[config.mk]
export PLATFORM = sky130hd
export DESIGN_NAME = vector_floating_point_multiply_sequencer
export DESIGN_NICKNAME = d
export VERILOG_FILES = /design/src/rtl/vector_floating_point_multiply_sequencer.sv
export SDC_FILE = /design/constraint.sdc
export NUM_CORES = 1
export LEC_CHECK = 0
export BUFFER_PORTS_ARGS = -buffer_cell sky130_fd_sc_hd__buf_2
export CAP_MARGIN = 5
export CORE_AREA = 2 2 194 196
export CTS_CLUSTER_DIAMETER = 100
export CTS_CLUSTER_SIZE = 28
export DETAILED_ROUTE_END_ITERATION = 8
export DIE_AREA = 0 0 196 198
export GPL_TIMING_DRIVEN = 0
export PLACE_DENSITY = 0.46
export SETUP_SLACK_MARGIN = 0.05
export SYNTH_ARGS = -nofsm -noshare
export SYNTH_HDL_FRONTEND = slang
export SYNTH_SLANG_ARGS = --single-unit
[constraint.sdc]
create_clock -name clk -period 7 [get_ports clk]
set_clock_uncertainty 0.2 [all_clocks]
set_input_delay 1.05 -clock clk [delete_from_list [all_inputs] [get_ports clk]]
set_output_delay 1.05 -clock clk [all_outputs]
set_load 0.01 [all_outputs]
[src/rtl/vector_floating_point_multiply_sequencer.sv]
// Sequences one vector FP multiply: read a 64-bit chunk pair, multiply, write back one or two words.
// Execution vector layout: [2:1] bit_mode (1 = 64-bit, 2 = 32-bit, others illegal), [0] widening_mode.
module vector_floating_point_multiply_sequencer #(
  parameter int MAX_CHUNKS = 8
) (
  input  logic                           clk,
  input  logic                           rst_n,
  input  logic                           start_valid,
  output logic                           start_ready,
  input  logic [2:0]                     start_execution_vector,
  input  logic [4:0]                     start_vs2_index,
  input  logic [4:0]                     start_vs1_index,
  input  logic [4:0]                     start_vd_index,
  input  logic [$clog2(MAX_CHUNKS):0]    start_chunk_count,
  output logic                           rf_read_enable,
  output logic [4:0]                     rf_read_vs2_index,
  output logic [4:0]                     rf_read_vs1_index,
  output logic [$clog2(MAX_CHUNKS)-1:0]  rf_read_chunk,
  input  logic [63:0]                    rf_read_vs2_data,
  input  logic [63:0]                    rf_read_vs1_data,
  output logic [2:0]                     mul_execution_vector,
  output logic [63:0]                    mul_vs2,
  output logic [63:0]                    mul_vs1,
  input  logic [63:0]                    mul_vd,
  input  logic [63:0]                    mul_vd_high,
  output logic                           wb_valid,
  input  logic                           wb_ready,
  output logic [4:0]                     wb_register_index,
  output logic [$clog2(MAX_CHUNKS):0]    wb_chunk,
  output logic [63:0]                    wb_data,
  output logic                           done,
  output logic                           error
);
  localparam int CW = $clog2(MAX_CHUNKS);
  localparam logic [1:0] ENABLED_64BIT_MODE    = 2'd1;
  localparam logic [1:0] ENABLED_32BIT_MODE    = 2'd2;
  localparam logic       ENABLED_WIDENING_MODE = 1'b1;
  localparam logic [CW:0]   COUNT_ONE = 1;
  localparam logic [CW-1:0] CHUNK_ONE = 1;

  typedef enum logic [2:0] {IDLE, READ, EXECUTE, WRITE_LOW, WRITE_HIGH, DONE} state_t;

  state_t        state_reg, state_next;
  logic [2:0]    ev_reg, ev_next;
  logic [4:0]    vs2_idx_reg, vs2_idx_next;
  logic [4:0]    vs1_idx_reg, vs1_idx_next;
  logic [4:0]    vd_idx_reg, vd_idx_next;
  logic [CW:0]   count_reg, count_next;
  logic [CW-1:0] chunk_reg, chunk_next;
  logic [63:0]   result_low_reg, result_low_next;
  logic [63:0]   result_high_reg, result_high_next;
  logic          error_reg, error_next;
  logic          widening;
  logic          last_chunk;
  logic          start_legal;

  // Widening only has meaning for 32-bit elements; 64-bit mode ignores the flag.
  assign widening    = (ev_reg[2:1] == ENABLED_32BIT_MODE) && (ev_reg[0] == ENABLED_WIDENING_MODE);
  assign last_chunk  = ({1'b0, chunk_reg} == (count_reg - COUNT_ONE));
  assign start_legal = (start_execution_vector[2:1] == ENABLED_64BIT_MODE) ||
                       (start_execution_vector[2:1] == ENABLED_32BIT_MODE);
  assign mul_execution_vector = ev_reg;

  always_ff @(posedge clk or negedge rst_n) begin
    if (!rst_n) begin
      state_reg       <= IDLE;
      ev_reg          <= '0;
      vs2_idx_reg     <= '0;
      vs1_idx_reg     <= '0;
      vd_idx_reg      <= '0;
      count_reg       <= '0;
      chunk_reg       <= '0;
      result_low_reg  <= '0;
      result_high_reg <= '0;
      error_reg       <= 1'b0;
    end else begin
      state_reg       <= state_next;
      ev_reg          <= ev_next;
      vs2_idx_reg     <= vs2_idx_next;
      vs1_idx_reg     <= vs1_idx_next;
      vd_idx_reg      <= vd_idx_next;
      count_reg       <= count_next;
      chunk_reg       <= chunk_next;
      result_low_reg  <= result_low_next;
      result_high_reg <= result_high_next;
      error_reg       <= error_next;
    end
  end

  always_comb begin
    state_next        = state_reg;
    ev_next           = ev_reg;
    vs2_idx_next      = vs2_idx_reg;
    vs1_idx_next      = vs1_idx_reg;
    vd_idx_next       = vd_idx_reg;
    count_next        = count_reg;
    chunk_next        = chunk_reg;
    result_low_next   = result_low_reg;
    result_high_next  = result_high_reg;
    error_next        = error_reg;
    start_ready       = 1'b0;
    rf_read_enable    = 1'b0;
    rf_read_vs2_index = '0;
    rf_read_vs1_index = '0;
    rf_read_chunk     = '0;
    mul_vs2           = '0;
    mul_vs1           = '0;
    wb_valid          = 1'b0;
    wb_register_index = '0;
    wb_chunk          = '0;
    wb_data           = '0;
    done              = 1'b0;
    error             = 1'b0;

    case (state_reg)
      IDLE: begin
        start_ready = 1'b1;
        if (start_valid) begin
          ev_next      = start_execution_vector;
          vs2_idx_next = start_vs2_index;
          vs1_idx_next = start_vs1_index;
          vd_idx_next  = start_vd_index;
          count_next   = start_chunk_count;
          chunk_next   = '0;
          error_next   = !start_legal;
          state_next   = (!start_legal || start_chunk_count == '0) ? DONE : READ;
        end
      end
      READ: begin
        rf_read_enable    = 1'b1;
        rf_read_vs2_index = vs2_idx_reg;
        rf_read_vs1_index = vs1_idx_reg;
        rf_read_chunk     = chunk_reg;
        state_next        = EXECUTE;
      end
      EXECUTE: begin
        mul_vs2          = rf_read_vs2_data;
        mul_vs1          = rf_read_vs1_data;
        result_low_next  = mul_vd;
        result_high_next = mul_vd_high;
        state_next       = WRITE_LOW;
      end
      WRITE_LOW, WRITE_HIGH: begin
        wb_valid          = 1'b1;
        wb_register_index = vd_idx_reg;
        if (state_reg == WRITE_HIGH) begin
          wb_data  = result_high_reg;
          wb_chunk = {chunk_reg, 1'b1};
        end else begin
          wb_data  = result_low_reg;
          wb_chunk = widening ? {chunk_reg, 1'b0} : {1'b0, chunk_reg};
        end
        if (wb_ready) begin
          if (state_reg == WRITE_LOW && widening) begin
            state_next = WRITE_HIGH;
          end else if (last_chunk) begin
            state_next = DONE;
          end else begin
            chunk_next = chunk_reg + CHUNK_ONE;
            state_next = READ;
          end
        end
      end
      DONE: begin
        done       = 1'b1;
        error      = error_reg;
        state_next = IDLE;
      end
      default: state_next = IDLE;
    endcase
  end
endmodule
==> flow_summary.html <==
<table>
<tr><th>Metric</th><th>Value</th></tr>
<tr><th colspan="2">CTS</th></tr>
<tr><td>TritonCTS clock tree</td><td>done</td></tr>
<tr><td>Root buffer cell</td><td>sky130_fd_sc_hd__clkbuf_16</td></tr>
<tr><td>Register clock-pin slew on the reported worst setup and hold paths</td><td>roughly 0.07 ns</td></tr>
<tr><td>Number of hold buffers added after cts</td><td>0</td></tr>
<tr><td>Number of buffers on the longest clock path</td><td>2</td></tr>
<tr><td>Gates resized, CTS repair</td><td>0</td></tr>
<tr><td>Num CTS Buffers</td><td>17</td></tr>
<tr><td>CTS H-tree depth</td><td>4</td></tr>
<tr><td>Worst skew pair latency</td><td>0.43 ns</td></tr>
<tr><td>Total setup buffers inserted after CTS</td><td>0</td></tr>
<tr><td>Clock Sinks</td><td>about 160</td></tr>
<tr><th colspan="2">Timing</th></tr>
<tr><td>Actual transition at the worst max-transition pin</td><td>0.758 ns</td></tr>
<tr><td>Final hold violations</td><td>0</td></tr>
<tr><td>Fmax achieved</td><td>around 0.25 GHz</td></tr>
<tr><td>Relative slew margins</td><td>0.492</td></tr>
<tr><td>Total Negative Setup Slacks</td><td>0 ns</td></tr>
<tr><td>Tcrit/Tclk final</td><td>0.583</td></tr>
<tr><td>Final setup fails</td><td>0</td></tr>
<tr><td>Setup repair after global routing missed its margin</td><td>no</td></tr>
<tr><td>Max-slew violation total from the final report</td><td>0</td></tr>
<tr><td>Final min period</td><td>4.08 ns</td></tr>
<tr><th colspan="2">Worst setup path</th></tr>
<tr><td>Chain of cells forming the critical path</td><td>clkbuf_1, nor3b_1, clkbuf_1, buf_2, a22o_1, buf_2</td></tr>
<tr><td>Startpoint of the worst setup timing path</td><td>state_reg[0]</td></tr>
<tr><td>Kind of cell with the highest combined delay on the critical path</td><td>buffers and inverters</td></tr>
<tr><td>Top fanout value on the critical path</td><td>10</td></tr>
<tr><td>Critical path endpoint category</td><td>output pin</td></tr>
<tr><td>Critical path required time</td><td>5.75 ns</td></tr>
<tr><td>Critical register-to-register path startpoint</td><td>state_reg[0]</td></tr>
<tr><td>Critical path buffer and inverter count</td><td>4</td></tr>
<tr><td>Endpoint arrival time on the critical path</td><td>between 2 and 3 ns</td></tr>
<tr><td>Type of element launching the critical path</td><td>flip-flop</td></tr>
<tr><td>Cell at the slowest stage of the critical path</td><td>sky130_fd_sc_hd__clkbuf_1</td></tr>
<tr><td>Largest stage delay on the critical path</td><td>0.54 ns</td></tr>
<tr><td>Category of the critical setup timing path</td><td>reg2out</td></tr>
<tr><th colspan="2">Detailed routing</th></tr>
<tr><td>DRC Markers</td><td>0</td></tr>
<tr><td>Drt via density</td><td>4.27</td></tr>
<tr><td>Number of nets still failing antenna checks after routing</td><td>0</td></tr>
<tr><td>Violation count after the first detailed-route iteration</td><td>188</td></tr>
<tr><td>Total iterations of the first detailed-routing run</td><td>4</td></tr>
<tr><td>Overall via count from detail_route</td><td>between 7000 and 8000</td></tr>
<tr><td>Wire length after detailed routing</td><td>approximately 32000 microns</td></tr>
<tr><td>Average routed wire per standard cell</td><td>19.0 microns</td></tr>
<tr><th colspan="2">Final layout</th></tr>
<tr><td>Area added between synthesis and finish</td><td>48.7%</td></tr>
<tr><td>Most common library cell in the layout ignoring fill and taps</td><td>sky130_fd_sc_hd__buf_2</td></tr>
<tr><td>Net count, final</td><td>1471</td></tr>
<tr><td>Final core occ</td><td>0.311</td></tr>
<tr><td>Highest-count cells in the layout ignoring fill and taps</td><td>sky130_fd_sc_hd__buf_2, sky130_fd_sc_hd__dfrtp_1, sky130_fd_sc_hd__and2_1</td></tr>
<tr><td>Share of post-route cells with drive strength above 1</td><td>0.486</td></tr>
<tr><th colspan="2">Logic synthesis</th></tr>
<tr><td>Yosys cell types</td><td>36</td></tr>
<tr><td>Post-synth top flop</td><td>sky130_fd_sc_hd__dfrtp_1</td></tr>
<tr><td>Sequential cell area fraction in the yosys report</td><td>0.507</td></tr>
<tr><td>Post-synthesis register bit count</td><td>approximately 160</td></tr>
<tr><td>Mapped Area</td><td>7740 sq um</td></tr>
<tr><td>Synthesized netlist cell count</td><td>664</td></tr>
<tr><td>Syn avg cell area</td><td>11.7 sq um</td></tr>
<tr><td>Yosys warns</td><td>0</td></tr>
<tr><td>FFs w/ async S/R, synth</td><td>1.00</td></tr>
<tr><td>Net count of the mapped netlist</td><td>948</td></tr>
<tr><td>Number of flops mapped to enable cells by yosys</td><td>0</td></tr>
<tr><th colspan="2">Die</th></tr>
<tr><td>Die Outline Area</td><td>38800 sq um</td></tr>
<tr><td>Effective utilization at floorplan</td><td>0.210</td></tr>
<tr><td>Core area</td><td>37000 sq um</td></tr>
<tr><td>X dimension of the die</td><td>roughly 200 microns</td></tr>
<tr><td>Placement Rows</td><td>71</td></tr>
<tr><td>Die Span Y</td><td>198 microns</td></tr>
<tr><td>Top-level port count</td><td>504</td></tr>
<tr><th colspan="2">Global route</th></tr>
<tr><td>Total congestion overflow after global routing</td><td>0</td></tr>
<tr><td>Overall global routing resource usage</td><td>0.162</td></tr>
<tr><td>Via count of the first global-routing pass</td><td>7246</td></tr>
<tr><td>Antenna violations before repair</td><td>12</td></tr>
<tr><td>First-pass GRT wire length</td><td>~46000 microns</td></tr>
<tr><td>Maximum number of pins on one net before global-route repair</td><td>107</td></tr>
<tr><th colspan="2">Pwr</th></tr>
<tr><td>Worst vdd ir</td><td>0.137 mV</td></tr>
<tr><td>Power density cells</td><td>449 nW/um^2</td></tr>
<tr><td>Leakage power</td><td>6.10 nW</td></tr>
<tr><th colspan="2">Run status</th></tr>
<tr><td>Result of the run</td><td>completed</td></tr>
<tr><th colspan="2">Placed design</th></tr>
<tr><td>Global placer's final weighted congestion</td><td>0.809</td></tr>
<tr><td>Dpl hpwl</td><td>26100 microns</td></tr>
<tr><td>PortBufs</td><td>503</td></tr>
<tr><th colspan="2">Min path</th></tr>
<tr><td>Startpoint of the worst hold path</td><td>vd_idx_reg[4]</td></tr>
<tr><td>Hold/Removal Path Class</td><td>reg2reg</td></tr>
<tr><th colspan="2">Job</th></tr>
<tr><td>Max-cap violations</td><td>0</td></tr>
</table>
per-layer routing:
layer  wire, microns  up-vias  share of wire  global-route usage
met4             676        0          0.021              0.0556
met2           15900      286           0.50               0.275
li1                -     3350              -                   -
met3            2020       37          0.063              0.0376
met5               0        -              0                   0
met1           13400     3505           0.42               0.202
worst register-to-register path, delay by kind of cell, from the launching register on:
| kind | cells | cell delay, ns |
|---|---|---|
| and+or+nand+nor | 1 | 0.62 |
| muxes | 1 | 0.37 |
| DFF | 1 | 0.40 |
| buffers and inverters | 3 | 0.98 |
report_power, final:
| part | switching [W] | leakage, nW | internal (W) | total, W |
|---|---|---|---|---|
| clock network | 0.000402 | 0.293 | 0.000556 | 0.000958 |
| registers | 0.000245 | 1.86 | 0.00138 | 0.00162 |
| logic | 0.00142 | 3.95 | 0.00117 | 0.00258 |
| total | 0.00207 | 6.10 | 0.00310 | 0.00516 |
metrics by stage:
stage	instance area [sq um]	setup slack (ns)	std cells	total power (W)	hold WS [ns]
after floorplan	7740	4.18	664	0.00316	0.237
after global placement	10900	1.94	1641	0.00425	0.254
after detailed placement	10900	3.23	1642	0.00428	0.255
after CTS	11500	2.72	1674	0.00527	0.270
after global routing	11500	2.61	1677	0.00557	0.296
final	11500	2.92	1680	0.00516	0.267
cells in the mapped netlist (3+ instances only):
cell type | count | area, sq um
sky130_fd_sc_hd__o21ai_1 | 3 | 15.0
sky130_fd_sc_hd__o21ai_0 | 9 | 45.0
sky130_fd_sc_hd__a22o_1 | 65 | 569
sky130_fd_sc_hd__nor3_1 | 3 | 15.0
sky130_fd_sc_hd__inv_1 | 3 | 11.3
sky130_fd_sc_hd__dfrtp_1 | 157 | 3930
sky130_fd_sc_hd__mux2_2 | 13 | 146
sky130_fd_sc_hd__buf_2 | 24 | 120
sky130_fd_sc_hd__clkbuf_1 | 25 | 93.8
sky130_fd_sc_hd__mux2_1 | 120 | 1350
sky130_fd_sc_hd__nor2_1 | 4 | 15.0
sky130_fd_sc_hd__nor3b_1 | 3 | 22.5
sky130_fd_sc_hd__nand2_1 | 55 | 206
sky130_fd_sc_hd__and2_1 | 147 | 920
cells by family (layout without fill, tap and decap cells):
group,after synthesis,count (layout),share of synthesized area
AND/OR/NAND/NOR,227,227,0.167
AO/OA/AOI/OAI,87,87,0.0945
buffers and inverters,54,590,0.0301
other,0,6,0
flip-flops,157,157,0.507
multiplexers,133,133,0.193
XOR/XNOR,4,4,0.00453
adder cells (fa/ha/maj),2,2,0.00323
area by class of cell:
type / count / area, sq um
antenna: 6 / 15.0
buffer: 49 / 214
clock buffer: 20 / 467
clock inverter: 12 / 134
fill: 3964 / 25400
inverter: 5 / 18.8
multi-input combinational: 453 / 3590
sequential: 157 / 3930
tap: 474 / 593
timing repair buffer: 504 / 2550
worst paths after layout:
kind / endpoint / slack, ns / cells past startpoint
setup / recovery: wb_data[25] / 2.92 / 6
hold / removal: vd_idx_reg[4] / 0.27 / 2
setup reg to reg: result_high_reg[9] / 4.30 / 5
hold reg to reg: vd_idx_reg[4] / 0.27 / 2
max in group asynchronous: result_high_reg[25] / 5.37 / 2
min in group asynchronous: vs2_idx_reg[0] / 0.31 / 1
Power figures use the tool's default switching activity.
